`config.mk`:
```
export PLATFORM = sky130hd
export DESIGN_NAME = speicher_arbiter
export DESIGN_NICKNAME = d
export VERILOG_FILES = /design/src/rtl/speicher_arbiter_pkg.sv /design/src/rtl/speicher_auswahl.sv /design/src/rtl/speicher_arbiter.sv
export SDC_FILE = /design/constraint.sdc
export NUM_CORES = 1
export LEC_CHECK = 0
export ABC_AREA = 1
export BUFFER_PORTS_ARGS = -buffer_cell sky130_fd_sc_hd__buf_2
export CORE_MARGIN = 4
export CORE_UTILIZATION = 40
export DETAILED_ROUTE_END_ITERATION = 12
export PLACE_DENSITY = 0.79
export REMOVE_ABC_BUFFERS = 1
export SETUP_SLACK_MARGIN = 0.15
export SLEW_MARGIN = 20
export SYNTH_ARGS = -nofsm -noshare
export SYNTH_HDL_FRONTEND = slang
export SYNTH_SLANG_ARGS = --single-unit
```
`constraint.sdc`:
```
create_clock -name Clock -period 2.4 [get_ports Clock]
set_clock_uncertainty 0.05 [all_clocks]
set_input_delay 0.12 -clock Clock [delete_from_list [all_inputs] [get_ports Clock]]
set_output_delay 0.12 -clock Clock [all_outputs]
set_load 0.02 [all_outputs]
```
`src/rtl/speicher_arbiter_pkg.sv`:
```
// Shared definitions for the unified instruction/data memory arbiter:
// FSM state encoding and port-select constants.
package speicher_arbiter_pkg;

  typedef enum logic [2:0] {
    IDLE       = 3'd0,
    INSTR      = 3'd1,
    DLESEN     = 3'd2,
    DSCHREIBEN = 3'd3,
    ERLEDIGT   = 3'd4
  } zustand_t;

  localparam logic PORT_INSTR = 1'b0;
  localparam logic PORT_DATEN = 1'b1;

endpackage

```
`src/rtl/speicher_auswahl.sv`:
```
// Combinational grant select: picks the next FSM state and the granted port
// from the three pending requests and the last-granted pointer.
module speicher_auswahl
  import speicher_arbiter_pkg::*;
(
  input  logic     i_lese_instr,
  input  logic     i_lese_daten,
  input  logic     i_schreibe_daten,
  input  logic     i_zeiger,
  output zustand_t o_zustand,
  output logic     o_port
);

  logic w_daten_anfrage;
  logic w_daten_gewinnt;

  assign w_daten_anfrage = i_lese_daten | i_schreibe_daten;
  // On a tie the data port wins unless it was the one granted last
  assign w_daten_gewinnt = w_daten_anfrage & (~i_lese_instr | (i_zeiger == PORT_INSTR));

  // Grant decision; a write beats a simultaneous data read
  always_comb begin
    o_zustand = IDLE;
    o_port    = PORT_INSTR;
    if (w_daten_gewinnt) begin
      o_port    = PORT_DATEN;
      o_zustand = i_schreibe_daten ? DSCHREIBEN : DLESEN;
    end else if (i_lese_instr) begin
      o_port    = PORT_INSTR;
      o_zustand = INSTR;
    end else begin
      o_port    = PORT_INSTR;
      o_zustand = IDLE;
    end
  end

endmodule

```
`src/rtl/speicher_arbiter.sv`:
```
// Shares one RAM between the CPU fetch and data ports, one access at a time.
// Optional macro SPEICHER_ROUND_ROBIN_EN: alternate grants on ties instead of data-first.
module speicher_arbiter
  import speicher_arbiter_pkg::*;
#(
  parameter int ADRESSBREITE = 32,
  parameter int WORTBREITE   = 32
) (
  input  logic                    Clock,
  input  logic                    Reset,
  input  logic                    LeseInstruktion,
  input  logic [ADRESSBREITE-1:0] InstruktionAdresse,
  output logic [WORTBREITE-1:0]   Instruktion,
  output logic                    InstruktionGeladen,
  input  logic                    LeseDaten,
  input  logic                    SchreibeDaten,
  input  logic [ADRESSBREITE-1:0] DatenAdresse,
  input  logic [WORTBREITE-1:0]   DatenRaus,
  output logic [WORTBREITE-1:0]   DatenRein,
  output logic                    DatenGeladen,
  output logic                    DatenGespeichert,
  output logic                    RamLesenAn,
  output logic                    RamSchreibenAn,
  output logic [ADRESSBREITE-1:0] RamAdresse,
  output logic [WORTBREITE-1:0]   RamDatenRein,
  input  logic [WORTBREITE-1:0]   RamDatenRaus,
  input  logic                    RamDatenBereit,
  input  logic                    RamDatenGeschrieben
);

  zustand_t r_zustand;
  zustand_t w_naechster;
  zustand_t w_auswahl_zustand;
  logic     w_auswahl_port;
  logic     w_zeiger;

  logic                    r_ram_lesen,      w_ram_lesen;
  logic                    r_ram_schreiben,  w_ram_schreiben;
  logic [ADRESSBREITE-1:0] r_ram_adresse,    w_ram_adresse;
  logic [WORTBREITE-1:0]   r_ram_daten,      w_ram_daten;
  logic [WORTBREITE-1:0]   r_instruktion,    w_instruktion;
  logic [WORTBREITE-1:0]   r_daten_rein,     w_daten_rein;
  logic                    r_instr_geladen,  w_instr_geladen;
  logic                    r_daten_geladen,  w_daten_geladen;
  logic                    r_daten_gespeichert, w_daten_gespeichert;

  speicher_auswahl u_auswahl (
    .i_lese_instr     (LeseInstruktion),
    .i_lese_daten     (LeseDaten),
    .i_schreibe_daten (SchreibeDaten),
    .i_zeiger         (w_zeiger),
    .o_zustand        (w_auswahl_zustand),
    .o_port           (w_auswahl_port)
  );

`ifdef SPEICHER_ROUND_ROBIN_EN
  logic r_zeiger;

  // Remember which port received the most recent grant
  always_ff @(posedge Clock) begin
    if (Reset) begin
      r_zeiger <= PORT_INSTR;
    end else if ((r_zustand == IDLE) && (w_auswahl_zustand != IDLE)) begin
      r_zeiger <= w_auswahl_port;
    end else begin
      r_zeiger <= r_zeiger;
    end
  end

  assign w_zeiger = r_zeiger;
`else
  assign w_zeiger = PORT_INSTR;
`endif

  // State register plus every output register; reset abandons any access
  always_ff @(posedge Clock) begin
    if (Reset) begin
      r_zustand           <= IDLE;
      r_ram_lesen         <= 1'b0;
      r_ram_schreiben     <= 1'b0;
      r_ram_adresse       <= {ADRESSBREITE{1'b0}};
      r_ram_daten         <= {WORTBREITE{1'b0}};
      r_instruktion       <= {WORTBREITE{1'b0}};
      r_daten_rein        <= {WORTBREITE{1'b0}};
      r_instr_geladen     <= 1'b0;
      r_daten_geladen     <= 1'b0;
      r_daten_gespeichert <= 1'b0;
    end else begin
      r_zustand           <= w_naechster;
      r_ram_lesen         <= w_ram_lesen;
      r_ram_schreiben     <= w_ram_schreiben;
      r_ram_adresse       <= w_ram_adresse;
      r_ram_daten         <= w_ram_daten;
      r_instruktion       <= w_instruktion;
      r_daten_rein        <= w_daten_rein;
      r_instr_geladen     <= w_instr_geladen;
      r_daten_geladen     <= w_daten_geladen;
      r_daten_gespeichert <= w_daten_gespeichert;
    end
  end

  // Next-state logic; completions only count in their matching state
  always_comb begin
    w_naechster = r_zustand;
    case (r_zustand)
      IDLE:       w_naechster = w_auswahl_zustand;
      INSTR:      w_naechster = RamDatenBereit      ? ERLEDIGT : INSTR;
      DLESEN:     w_naechster = RamDatenBereit      ? ERLEDIGT : DLESEN;
      DSCHREIBEN: w_naechster = RamDatenGeschrieben ? ERLEDIGT : DSCHREIBEN;
      ERLEDIGT:   w_naechster = IDLE;
      default:    w_naechster = IDLE;
    endcase
  end

  // Next values of the registered outputs
  always_comb begin
    w_ram_lesen         = 1'b0;
    w_ram_schreiben     = 1'b0;
    w_ram_adresse       = r_ram_adresse;
    w_ram_daten         = r_ram_daten;
    w_instruktion       = r_instruktion;
    w_daten_rein        = r_daten_rein;
    w_instr_geladen     = 1'b0;
    w_daten_geladen     = 1'b0;
    w_daten_gespeichert = 1'b0;
    case (r_zustand)
      IDLE: begin
        if (w_auswahl_zustand != IDLE) begin
          w_ram_adresse   = (w_auswahl_port == PORT_DATEN) ? DatenAdresse : InstruktionAdresse;
          w_ram_lesen     = (w_auswahl_zustand == INSTR) || (w_auswahl_zustand == DLESEN);
          w_ram_schreiben = (w_auswahl_zustand == DSCHREIBEN);
          if (w_auswahl_zustand == DSCHREIBEN) begin
            w_ram_daten = DatenRaus;
          end else begin
            w_ram_daten = r_ram_daten;
          end
        end else begin
          w_ram_adresse = r_ram_adresse;
        end
      end
      INSTR: begin
        if (RamDatenBereit) begin
          w_instruktion   = RamDatenRaus;
          w_instr_geladen = 1'b1;
        end else begin
          w_ram_lesen = 1'b1;
        end
      end
      DLESEN: begin
        if (RamDatenBereit) begin
          w_daten_rein    = RamDatenRaus;
          w_daten_geladen = 1'b1;
        end else begin
          w_ram_lesen = 1'b1;
        end
      end
      DSCHREIBEN: begin
        if (RamDatenGeschrieben) begin
          w_daten_gespeichert = 1'b1;
        end else begin
          w_ram_schreiben = 1'b1;
        end
      end
      ERLEDIGT: begin
        w_ram_lesen     = 1'b0;
        w_ram_schreiben = 1'b0;
      end
      default: begin
        w_ram_lesen     = 1'b0;
        w_ram_schreiben = 1'b0;
      end
    endcase
  end

  assign Instruktion        = r_instruktion;
  assign InstruktionGeladen = r_instr_geladen;
  assign DatenRein          = r_daten_rein;
  assign DatenGeladen       = r_daten_geladen;
  assign DatenGespeichert   = r_daten_gespeichert;
  assign RamLesenAn         = r_ram_lesen;
  assign RamSchreibenAn     = r_ram_schreiben;
  assign RamAdresse         = r_ram_adresse;
  assign RamDatenRein       = r_ram_daten;

endmodule

```
# Yosys cells after proc, flatten, opt, wreduce, memory -nomap -nowiden
# Index checks and enable logic that the tools add are counted.
# Widths: inputs -> output; s select.
dict set report word_totals {
  regBits 136
  input_bits 135
  output_inout_bits 133
  elab_cells 48
}
dict set report op_classes {
  n_eq_ne 6
  muxes 17
  n_bitwise 4
  reduce_logical 11
}
# operator n
set op_table {}
lappend op_table {{$mux 32} 1}
lappend op_table {{$eq 3x2->1 const B} 4}
lappend op_table {{$mux 3} 4}
lappend op_table {{$pmux 3 s4} 1}
lappend op_table {{$mux 1} 9}
lappend op_table {{$reduce_or 2->1} 4}
lappend op_table {{$eq 3x1->1 const B} 2}
lappend op_table {{$reduce_and 2->1} 3}
lappend op_table {{$pmux 1 s2} 2}
lappend op_table {{$logic_not 3->1} 1}
lappend op_table {{$not 1->1} 3}
lappend op_table {{$reduce_and 3->1} 1}
lappend op_table {{$reduce_bool 3->1} 1}
lappend op_table {{$logic_or 1x1->1} 1}
lappend op_table {{$or 1x1->1} 1}

# Longest topological paths before layout
dict set report logic_depth {
  ltp_word 6
  ltp_mapped 9
  depth_no_buf 7
}

# By module
# Synthesis repeated with hierarchy kept, for this count alone.
dict set report unflattened {
  hier_cells 969
  hier_area_um2 6271.0
}
# mod instances cells_per_inst area_each_um2 seq_area_each_um2
set by_module_without_submodules {}
lappend by_module_without_submodules {speicher_arbiter 1 958 6216.0 2722.6}
lappend by_module_without_submodules {speicher_auswahl 1 11 55.1 0.0}

# Least setup slack after synthesis
# Ideal clock, no wire load.
dict set report synth_timing {
  path_kind {reg2reg}
  startpoint {register r_zustand[2]}
  endpoint {register r_ram_daten[22] (netlist: RamDatenRein[22])}
  setup_time_ps 113
  t_arrival_ps 1058
  required_time_ps 2237
  setup_slack_ps 1179
  stages_incl_launch_ff 9
  path_buffers 2
  path_cell_list {dfxtp_1 inv_2 nand2_2 nor2_4 nand2_1 buf_6 buf_4 nor2_1 nor2_1}
}
dict set report synth_via {
  elab_chain_cells 2
}
# element line
set synth_rtl {}
lappend synth_rtl {{start: declaration} speicher_arbiter.sv:31} ;# zustand_t r_zustand;
lappend synth_rtl {{start signal: assignment} speicher_arbiter.sv:89} ;# r_zustand <= w_naechster;
lappend synth_rtl {{$logic_not 3->1} speicher_arbiter.sv:126} ;# case (r_zustand)
lappend synth_rtl {{$reduce_and 3->1 (no line)} n/a}
lappend synth_rtl {{end signal: assignment} speicher_arbiter.sv:82} ;# r_ram_daten <= {WORTBREITE{1'b0}};
lappend synth_rtl {{end signal: assignment} speicher_arbiter.sv:93} ;# r_ram_daten <= w_ram_daten;
lappend synth_rtl {{end: declaration} speicher_arbiter.sv:40} ;# logic [WORTBREITE-1:0] r_ram_daten, w_ram_daten;
# Every way passes these cells.
# A chain may end at the register's enable or synchronous reset.

# Worst setup path in the final report
dict set report layout_timing {
  startpoint {register r_zustand[1]}
  endpoint {register r_instruktion[29] (netlist: Instruktion[29])}
}
dict set report layout_via {
  elab_chain_cells 2
}
# element line
set layout_rtl {}
lappend layout_rtl {{$eq 3x1->1} speicher_arbiter.sv:126}
lappend layout_rtl {{$reduce_and 2->1 (no line)} n/a}
lappend layout_rtl {{end signal: assignment} speicher_arbiter.sv:83} ;# r_instruktion <= {WORTBREITE{1'b0}};
lappend layout_rtl {{end signal: assignment} speicher_arbiter.sv:94} ;# r_instruktion <= w_instruktion;
lappend layout_rtl {{end: declaration} speicher_arbiter.sv:41} ;# logic [WORTBREITE-1:0] r_instruktion, w_instruktion;
# Every way passes these cells.

==> summary.md <==
| Metric | Value |
|---|---|
| Synth top area share | `48.0%` |
| Post-synth cell types | `19` |
| Final #Nets | `1335` |
| CTS clk-pin slew, worst paths | `0.07 ns` |
| # clock sinks | `136` |
| Die area | `16100 um^2` |
| First-pass DRT Iterations | `5` |
| Maxcap violations | `0` |
| Vias in the first global route | `6280` |
| Layout cells sized above 1 | `26.6%` |
| Htree depth | `4` |
| Sequential area share after synthesis | `48.0%` |
| Switching Share | `33.2%` |
| CP required | `2.70 ns` |
| Worst setup EP type | `register` |
| Mapped Avg Cell Area | `6.70 um^2` |
| Clk pwr share | `36.3%` |
| RR Startpoint | `r_zustand[1]` |
| CTS tree | `built` |
| Cell-internal power | `5.00 mW` |
| Top Ports | `268` |
| CP Class | `reg -> reg` |
| Post-CTS Setup Bufs | `0` |
| HP Class | `in -> reg` |
| Global placer's final weighted congestion | `0.811` |
| Vias | `6563` |
| Slowest stage delay, CP | `0.61 ns` |
| PostCTS Resize Cnt | `0` |
| Die Height | `127 um` |
| Root Buffer | `clkbuf_16` |
| Hold_buf cts | `109` |
| Initial DRC Count | `431` |
| Number of synthesized register bits | `136` |
| Initial core utilization | `40.8%` |
| Yosys warning total | `0` |
| Achievable Freq | `607 MHz` |
| Fin Hold WS | `0.0131 ns` |
| Worst path arrival time | `1.95 ns` |
| Crit start category | `register` |
| Worst Path Max Fanout | `33` |
| Final core occ | `63.4%` |
| Flop-to-flop setup slack | `0.75 ns` |
| Post-DP HPWL | `11500 um` |
| Port-buffer cells | `267` |
| Post-Route WL | `18700 um` |
| Final Max Slew Viols | `0` |
| R2R cell count | `5` |
| P per Cell Area | `850 nW/um^2` |
| RSZ-0062 raised after global routing | `no` |
| Worst slew margin | `58.7%` |
| Pleak | `4.63 nW` |
| FP Rows | `43` |
| Part of the power in combinational logic | `27.2%` |
| Total track usage | `22.8%` |
| Core ar. | `13900 um^2` |
| Peak supply drop | `0.000469 V` |
| Via/cell ratio | `4.70` |
| Status | `finished, final reports clean` |
| Most common cell after layout, fill and taps aside | `buf_2` |
| Most frequent cells in the layout | `buf_2 (267), nand2_1 (266), nor2_1 (200), dfxtp_1 (136), dlygate4sd3_1 (109)` |
| Clk buf depth | `2` |
| Largest net degree at the start of global routing | `66` |
| Initial antenna violation count | `2` |
| Critical-path cell list | `inv_1, nand3_2, buf_4, o21ai_0, nor2_1` |
| Syn Std Cell Area | `5670 um^2` |
| Final hold violations | `0` |
| First-pass GRT wire length | `30200 um` |
| Largest area contributor in the netlist | `dfxtp_1` |
| Minimum clock period | `1.65 ns` |
| Total grt overflow | `0` |
| Num CTS Buffers | `17` |
| Area grow syn2layout | `55.3%` |
| TNS Setup | `0 ns` |
| Fillers | `1141` |
| NetSw | `2.48 mW` |
| Critical path origin | `r_zustand[1]` |
| Worst-Margin Slew | `0.619 ns` |
| DRC Markers | `0` |
| Worst skew pair latency | `0.42 ns` |
| Routed Antenna Nets | `0` |
| RR Endpoint | `Instruktion[29]` |
| CP max-delay cell | `dfxtp_1` |
| # setup viols final | `0` |
| Syn Inst Count | `846` |
| Top post-synthesis cells by area | `dfxtp_1 (48%), nand2_1 (18%), nor2_1 (13%), inv_1 (4.7%), nand4_1 (3.5%)` |
| Per-cell routed wire length | `13.4 um` |
| Hold path depth | `4` |
| Period Utilization, post-route | `68.6%` |
| Die width | `127 um` |
| Seq pwr share | `36.4%` |
| Min-delay src | `SchreibeDaten` |
| Hold path endpoint | `RamLesenAn` |
## cells in the mapped netlist
library cell    n
o21ai_0        32
buf_6           3
a21oi_1        36
nand4_1        32
clkinv_1        1
dfxtp_1       136
buf_4           6
nand2_1       267
nor2_1        200
nand3_2         1
nand3_1         8
buf_1           1
buf_2          18
inv_2           3
nor2_4          3
clkbuf_1       25
nor2_2          1
nand2_2         2
inv_1          71
## flip-flops by register name, summed over array words and instances, names as in the netlist
signal,cells
DatenGeladen,1
DatenGespeichert,1
DatenRein,32
Instruktion,32
InstruktionGeladen,1
RamAdresse,32
RamDatenRein,32
RamLesenAn,1
RamSchreibenAn,1
r_zustand,3
## power by group through the flow
stage                     clock (mW)  sequential (mW)  combinational [mW]
after floorplan                    0             3.14               0.801
after global placement             0             2.75                1.85
after detailed placement           0             2.77                1.86
after CTS                       2.77             2.72                2.02
after global routing            2.87             2.76                2.27
final                           2.72             2.73                2.04
## how the worst max path moves through the flow
stage / to / slack, ns / cells past startpoint
CTS: Instruktion[7] / 0.81 / 5
detailed placement: Instruktion[7] / 0.82 / 5
global placement: Instruktion[25] / 0.88 / 5
global route: Instruktion[2] / 0.63 / 5
floorplan: RamDatenRein[0] / -0.06 / 5
finish: Instruktion[29] / 0.75 / 5
## through the flow
| stage | setup WS [ns] | total power, mW | cell area (um^2) | cells |
|---|---|---|---|---|
| CTS | 0.812 | 7.51 | 8800 | 1393 |
| finish | 0.753 | 7.48 | 8800 | 1395 |
| floorplan | -0.0602 | 3.94 | 5400 | 793 |
| detailed placement | 0.825 | 4.63 | 7080 | 1252 |
| global placement | 0.882 | 4.60 | 7080 | 1252 |
| global route | 0.625 | 7.89 | 8800 | 1395 |
## metal layers
metal | up-vias | wire length (um) | global-route usage [%]
li1 | 3293 | - | -
met2 | 338 | 8940 | 38.9
met4 | 0 | 513 | 9.40
met5 | - | 0 | 0
met1 | 2892 | 7300 | 26.8
met3 | 40 | 1920 | 6.69
## cells by family after synthesis
family | synth area share (%)
buffers and inverters | 9.67
flip-flops | 48.0
AO/OA/AOI/OAI | 6.01
AND/OR/NAND/NOR | 36.3
## final cells by class
cell class                 instances  area [um^2]  area share (%)
sequential                       136         2720            30.9
multi-input combinational        582         2400            27.3
clock inverter                    14          186            2.12
antenna                            2         5.00          0.0569
timing repair buffer             388         2540            28.9
tap                              180          225            2.56
inverter                          75          282            3.20
clock buffer                      18          439            4.99
## worst max-delay path: cells and delay by family (launching register included)
family / cells / cell delay, ns
buf+inv: 2 / 0.50
compound gates: 1 / 0.16
simple gates: 2 / 0.27
flops: 1 / 0.61
No activity file was read; power rests on OpenSTA's default activity.
